==> config.mk <==
export PLATFORM = sky130hd
export DESIGN_NAME = uartrx_fifo
export DESIGN_NICKNAME = d
export VERILOG_FILES = /design/src/rtl/uartrx_fifo.sv
export SDC_FILE = /design/constraint.sdc
export NUM_CORES = 1
export LEC_CHECK = 0
export ABC_AREA = 1
export CORE_MARGIN = 2
export CORE_UTILIZATION = 41
export DETAILED_ROUTE_END_ITERATION = 7
export PLACE_DENSITY_LB_ADDON = 0.12
export SYNTH_ARGS = -nofsm -noshare
export SYNTH_HDL_FRONTEND = slang
export SYNTH_SLANG_ARGS = --single-unit
==> constraint.sdc <==
create_clock -name clk -period 2 [get_ports clk]
set_input_delay 0.2 -clock clk [delete_from_list [all_inputs] [get_ports clk]]
set_output_delay 0.2 -clock clk [all_outputs]
set_load 0.02 [all_outputs]
==> src/rtl/uartrx_fifo.sv <==
// Purpose : UART receiver (8N1, LSB first) feeding a circular byte FIFO, with go/data/data_ready handoff.
// Latency : a byte is pushed at the stop-bit sample and presented (data_ready) on the following cycle.
// Backpr. : consumer paces pops via go; a byte arriving into a full FIFO is dropped and flags overrun.
module uartrx_fifo #(
    parameter int ClockFrequencyHz  = 30_000_000,
    parameter int BaudRate          = 115200,
    parameter int FifoDepthBitWidth = 4
) (
    input  logic                         clk,
    input  logic                         rst_n,
    input  logic                         rx,
    input  logic                         go,
    output logic [7:0]                   data,
    output logic                         data_ready,
    output logic [FifoDepthBitWidth:0]   fifo_count,
    output logic                         overrun,
    output logic                         framing_error,
    input  logic                         clear_errors
);

    localparam int BitCycles     = ClockFrequencyHz / BaudRate;
    localparam int HalfBitCycles = BitCycles / 2;
    localparam int CntW          = (BitCycles > 1) ? $clog2(BitCycles) : 1;
    localparam int Depth         = 1 << FifoDepthBitWidth;
    localparam int AW            = FifoDepthBitWidth;

    localparam logic [CntW-1:0] BitLast  = CntW'(BitCycles - 1);
    localparam logic [CntW-1:0] HalfLast = CntW'(HalfBitCycles - 1);
    localparam logic [AW:0]     FullCnt  = (AW + 1)'(Depth);

    typedef enum logic [1:0] {
        S_IDLE,
        S_START,
        S_DATA,
        S_STOP
    } state_t;

    // rx synchronizer and receiver state
    logic            rx_meta_q, rx_sync_q;
    state_t          state_q, state_d;
    logic [CntW-1:0] cnt_q, cnt_d;
    logic [2:0]      idx_q, idx_d;
    logic [7:0]      shift_q, shift_d;
    logic            push, frame_bad;

    // FIFO and handshake state
    logic [7:0]      mem [Depth];
    logic [AW-1:0]   rd_ptr_q, wr_ptr_q;
    logic [AW:0]     count_q;
    logic            delivered_q;
    logic            overrun_q, ferr_q;
    logic            pop, full, push_ok, ovr_set;

    // Two-flop synchronizer; idles high so reset never looks like a start bit
    always_ff @(posedge clk) begin
        if (!rst_n) begin
            rx_meta_q <= 1'b1;
            rx_sync_q <= 1'b1;
        end else begin
            rx_meta_q <= rx;
            rx_sync_q <= rx_meta_q;
        end
    end

    // Receiver state registers
    always_ff @(posedge clk) begin
        if (!rst_n) begin
            state_q <= S_IDLE;
            cnt_q   <= '0;
            idx_q   <= '0;
            shift_q <= '0;
        end else begin
            state_q <= state_d;
            cnt_q   <= cnt_d;
            idx_q   <= idx_d;
            shift_q <= shift_d;
        end
    end

    // Receiver next state: half-bit start check, then one sample per bit period
    always_comb begin
        state_d   = state_q;
        cnt_d     = cnt_q;
        idx_d     = idx_q;
        shift_d   = shift_q;
        push      = 1'b0;
        frame_bad = 1'b0;
        unique case (state_q)
            S_IDLE: begin
                if (!rx_sync_q) begin
                    state_d = S_START;
                    cnt_d   = '0;
                end
            end
            S_START: begin
                if (cnt_q == HalfLast) begin
                    cnt_d   = '0;
                    idx_d   = '0;
                    state_d = rx_sync_q ? S_IDLE : S_DATA;
                end else begin
                    cnt_d = cnt_q + CntW'(1);
                end
            end
            S_DATA: begin
                if (cnt_q == BitLast) begin
                    cnt_d          = '0;
                    shift_d[idx_q] = rx_sync_q;
                    if (idx_q == 3'd7) begin
                        state_d = S_STOP;
                    end else begin
                        idx_d = idx_q + 3'd1;
                    end
                end else begin
                    cnt_d = cnt_q + CntW'(1);
                end
            end
            S_STOP: begin
                if (cnt_q == BitLast) begin
                    cnt_d     = '0;
                    push      = rx_sync_q;
                    frame_bad = !rx_sync_q;
                    state_d   = S_IDLE;
                end else begin
                    cnt_d = cnt_q + CntW'(1);
                end
            end
            default: state_d = S_IDLE;
        endcase
    end

    // A pop frees a slot on the same edge, so a full FIFO can still accept a push then
    assign full    = (count_q == FullCnt);
    assign pop     = delivered_q && !go;
    assign push_ok = push && (!full || pop);
    assign ovr_set = push && full && !pop;

    // Storage array carries no reset; empty-gating on data hides stale contents
    always_ff @(posedge clk) begin
        if (push_ok) begin
            mem[wr_ptr_q] <= shift_q;
        end
    end

    // Pointers, count, delivery tracking and sticky flags (set beats clear)
    always_ff @(posedge clk) begin
        if (!rst_n) begin
            rd_ptr_q    <= '0;
            wr_ptr_q    <= '0;
            count_q     <= '0;
            delivered_q <= 1'b0;
            overrun_q   <= 1'b0;
            ferr_q      <= 1'b0;
        end else begin
            if (push_ok) begin
                wr_ptr_q <= wr_ptr_q + AW'(1);
            end
            if (pop) begin
                rd_ptr_q <= rd_ptr_q + AW'(1);
            end
            unique case ({push_ok, pop})
                2'b10:   count_q <= count_q + (AW + 1)'(1);
                2'b01:   count_q <= count_q - (AW + 1)'(1);
                default: count_q <= count_q;
            endcase
            if (pop) begin
                delivered_q <= 1'b0;
            end else if (go && data_ready) begin
                delivered_q <= 1'b1;
            end
            overrun_q <= (overrun_q && !clear_errors) || ovr_set;
            ferr_q    <= (ferr_q && !clear_errors) || frame_bad;
        end
    end

    assign data          = (count_q != '0) ? mem[rd_ptr_q] : 8'h00;
    assign data_ready    = go && (count_q != '0);
    assign fifo_count    = count_q;
    assign overrun       = overrun_q;
    assign framing_error = ferr_q;

endmodule
==> impl_summary.md <==
Clocking
In this run the number of H-tree levels came out at 4. The clock net sink count is 172. TritonCTS built the clock tree.

The later pin in the worst-skew pair is clocked with a latency of 0.43 ns. TritonCTS created 17 clock buffers. After clock tree synthesis, the clock-pin slew on the worst setup and hold paths is 0.07 ns. The number of buffers between clock root and the deepest sink is 2.

The master cell of the clock root buffer is sky130_fd_sc_hd__clkbuf_16. After clock tree synthesis, the flow added hold-fix buffers numbering 0.

STA
The final hold slack is 0.333 ns. The total count of hold-check failures in the final report was 0. The time the final worst path needs with I/O delays and setup is 2.08 ns.

Setup repair after global routing could not meet its margin everywhere. The post-route worst setup slack is -0.0783 ns. The sum of negative setup slack is -4.73 ns. The number of slew-limit violations in the final report is 0. Setup violations remaining at the end of the flow were counted as 136.

The period utilization is 104%. The fmax is 481 MHz. The worst clock skew is 0.0109 ns. At the pin with the least slew margin, the transition time is 0.773 ns.

The worst slew margin relative to its limit is 48.4%.

Worst setup path
The cell repeated most along the worst path is sky130_fd_sc_hd__nand2_2. For the worst setup path, the data arrival time is 2.41 ns. The delay of the slowest critical-path stage is 0.35 ns. The critical path's slowest cell is sky130_fd_sc_hd__dfxtp_2. Together, buffers and inverters on the worst path number 2.

The kind of launch point of the worst setup path is a flop. In this run the worst path has a maximum fanout of 4. The critical path crosses 17 cells after its start point. The depth of the worst register-to-register path is 17. The critical path is of the reg2reg type. The critical path endpoint category is a flop.

Traced cell by cell, the critical path runs through ha_4 -> nand2_2 -> inv_2 -> nand2_4 -> nor2_8 -> nand2_4 -> nand2_4 -> inv_4 -> fa_2 -> nand2_2 -> nand2_2 -> a21oi_2 -> nand2_1 -> nand2_2 -> nand3_2 -> nand2_1 -> nor2_1. Grouping stages by cell kind, the critical path spends the most delay in simple AND/OR/NAND/NOR gates. The critical path required time is 2.33 ns.

Routing
The number of nets still failing antenna checks after routing is 0. The ratio of routed vias to standard cells is 5.11. The mean routed wirelength per cell is 17.3 um.

The first TritonRoute pass finished after 4 iterations. Across all layers, the routed design uses 5437 vias. The detailed router's first-iteration violation count is 400. The detailed-route DRC error count is 0. For this block, the routed nets add up to 18400 um of wire.

Layout
The area growth from synthesis to layout is 29.5%. The final layout contains 840 nets. After filler insertion, the fill cell instance count of the layout stands at 1563.

The diode insertion count for antenna repair is 0. The finished layout holds 1064 standard cells, fillers aside. The final core area utilization is 53.6%. After routing the design area is 0.00957 sq mm. The share of final-layout standard cells stronger than drive strength 1 is 24.9%.

Run
The number of violations of the max-capacitance limit is 0.

Place
The post-placement setup slack is -0.0990 ns. In this run the tool buffered the top-level ports with 20 buffer cells. The instance count after placement with tap cells included is 1015. The placer's final routability congestion estimate is 0.827.

The HPWL reported at the end of detailed placement is 11700 um. In this run the cell area measured after placement is 0.00829 sq mm.

Worst hold path
The hold path depth is 2. The tightest min-delay check is of the in2reg type.

Outcome
The final reports fail on negative setup slack. The flow ran to the end, but the final reports show violations.

Synth
The largest total area in the synthesized netlist belongs to sky130_fd_sc_hd__edfxtp_1. Among all flip-flop cells after synthesis, the most frequent one is sky130_fd_sc_hd__edfxtp_1. The number of unique standard cell types used by synthesis is 32. The number of synthesized flops with an enable pin is 128. Ranked by total cell area, the synthesized netlist is headed by sky130_fd_sc_hd__edfxtp_1 (52%), sky130_fd_sc_hd__dfxtp_1 (12%), sky130_fd_sc_hd__nand2_1 (10%), sky130_fd_sc_hd__nand3_1 (7.9%), sky130_fd_sc_hd__nor2_1 (2.9%). During synthesis, Yosys emitted a total of 0 warnings. The async set-or-reset flop fraction in the synthesized netlist is 0%. Synthesis produced 738 cells.

The number of nets in the synthesized netlist is 756. After synthesis the netlist holds a flip-flop and latch count of 172. In the synthesized netlist, the cells that appear most often are sky130_fd_sc_hd__nand2_1 (200), sky130_fd_sc_hd__edfxtp_1 (128), sky130_fd_sc_hd__nand3_1 (116).

The post-synthesis cell area is 0.00739 sq mm. The average instance area after synthesis is 10.0 sq um. The share of synthesized area in the top cell type comes to 52.0%. The share of synthesized area occupied by flip-flops and latches is 64.0%.

The most common cell in the synthesized netlist is sky130_fd_sc_hd__nand2_1.

Global routing
The largest net degree at the start of global routing is 25. Global routing consumed, over all layers together, 20.0% of the routing resources. The global-route wire length before repair is 29500 um. The via count of the first global-routing pass is 5475. The residual overflow from global routing is 0. The number of antenna violations at the first check in global routing came to 0.

Die
The initial core utilization is 41.4%. The die is 138 um wide. The placeable core region is 0.0178 sq mm. In this run the core area contains 49 standard-cell rows. The die covers 0.0191 sq mm.

The die is 138 um tall. 21 I/O pins were placed.

Pwr
The static leakage is 3.70 nW. The sum of internal, switching and leakage power is 8.71 mW. IR analysis of the VDD net gives a maximum drop of 605 uV.

In this run the power density over the cells is 911 mW/mm^2.
==> what timing repair did <==
item / CTS / global route
buffers inserted: 8 / 3
pin swaps: 20 / 26
gates cloned: 5 / 1
resized for setup: 95 / 63
endpoints found under the setup margin: 35 / 135
==> cell usage in the layout, fill, tap and decap left out, types with 3 or more instances in the layout <==
cell,n
sky130_fd_sc_hd__inv_1,41
sky130_fd_sc_hd__nand3_1,101
sky130_fd_sc_hd__inv_8,7
sky130_fd_sc_hd__nor2_2,18
sky130_fd_sc_hd__buf_16,5
sky130_fd_sc_hd__nand2_1,185
sky130_fd_sc_hd__nor2_4,3
sky130_fd_sc_hd__a21oi_2,18
sky130_fd_sc_hd__clkinv_4,3
sky130_fd_sc_hd__nor3_1,4
sky130_fd_sc_hd__nor2_1,40
sky130_fd_sc_hd__inv_6,4
sky130_fd_sc_hd__ha_4,3
sky130_fd_sc_hd__nand4_1,5
sky130_fd_sc_hd__clkbuf_16,18
sky130_fd_sc_hd__xor2_1,5
sky130_fd_sc_hd__ha_1,9
sky130_fd_sc_hd__o21ai_1,4
sky130_fd_sc_hd__clkdlybuf4s50_1,11
sky130_fd_sc_hd__nand3_2,15
sky130_fd_sc_hd__o21ai_0,12
sky130_fd_sc_hd__dfxtp_1,41
sky130_fd_sc_hd__a211oi_1,4
sky130_fd_sc_hd__a21oi_1,25
sky130_fd_sc_hd__inv_2,5
sky130_fd_sc_hd__nand2_4,8
sky130_fd_sc_hd__buf_4,38
sky130_fd_sc_hd__buf_12,12
sky130_fd_sc_hd__nand2_2,12
sky130_fd_sc_hd__buf_6,23
sky130_fd_sc_hd__edfxtp_1,128
sky130_fd_sc_hd__o21a_1,8
==> area by class of cell <==
| cell class | count | area (sq um) | area share [%] |
|---|---|---|---|
| Clock buffer | 17 | 425 | 4.45 |
| Clock inverter | 15 | 166 | 1.74 |
| Inverter | 50 | 199 | 2.08 |
| Multi-Input combinational cell | 488 | 2660 | 27.8 |
| Sequential cell | 172 | 4730 | 49.5 |
| Tap cell | 229 | 287 | 3.00 |
| Timing Repair Buffer | 93 | 1100 | 11.5 |
==> worst reg2reg max path, stage by stage, from the launching register on <==
cell,delay [ns]
sky130_fd_sc_hd__dfxtp_2,0.35
sky130_fd_sc_hd__ha_4,0.14
sky130_fd_sc_hd__nand2_2,0.06
sky130_fd_sc_hd__inv_2,0.07
sky130_fd_sc_hd__nand2_4,0.06
sky130_fd_sc_hd__nor2_8,0.14
sky130_fd_sc_hd__nand2_4,0.07
sky130_fd_sc_hd__nand2_4,0.07
sky130_fd_sc_hd__inv_4,0.05
sky130_fd_sc_hd__fa_2,0.35
sky130_fd_sc_hd__nand2_2,0.08
sky130_fd_sc_hd__nand2_2,0.05
sky130_fd_sc_hd__a21oi_2,0.14
sky130_fd_sc_hd__nand2_1,0.10
sky130_fd_sc_hd__nand2_2,0.08
sky130_fd_sc_hd__nand3_2,0.06
sky130_fd_sc_hd__nand2_1,0.06
sky130_fd_sc_hd__nor2_1,0.04
==> worst paths after layout <==
path,from,endpoint,slack (ns)
worst max register to register,cnt_q[1]$_SDFFE_PN0P_,fifo_count[4]$_SDFFE_PN0P_,-0.08
worst min-delay path,rx,rx_meta_q$_SDFF_PN1_,0.33
worst min register to register,rx_meta_q$_SDFF_PN1_,rx_sync_q$_SDFF_PN1_,0.42
worst max-delay path,cnt_q[1]$_SDFFE_PN0P_,fifo_count[4]$_SDFFE_PN0P_,-0.08
==> state kept, by name (all words and copies together), names as in the netlist, named ones only <==
register,flops
state_q,1
rx_sync_q,1
idx_q,3
shift_q,8
rd_ptr_q,4
cnt_q,9
delivered_q,1
overrun,1
framing_error,1
mem,128
wr_ptr_q,4
rx_meta_q,1
fifo_count,5
==> report_power, final <==
part           internal [mW]  switching [mW]
Sequential              3.84          0.0623
Clock                   1.79            1.51
Combinational          0.678           0.843
Total                   6.30            2.41
==> per-layer routing <==
metal,GRT usage [%],up-vias,part of all wire [%],wire [um]
met2,33.5,100,50,9200
met3,3.95,18,3.5,636
li1,-,2694,-,-
met5,0,-,0,0
met4,6.18,0,1.2,222
met1,26.5,2625,45,8310
==> cells by family after synthesis <==
family	after synthesis	synth area share, %
compound gates	72	5.39
xor+xnor	5	0.593
fa+ha+maj	13	2.30
buf+inv	78	4.29
flops	172	64.0
simple gates	398	23.5
No activity file was read; power rests on OpenSTA's default activity.
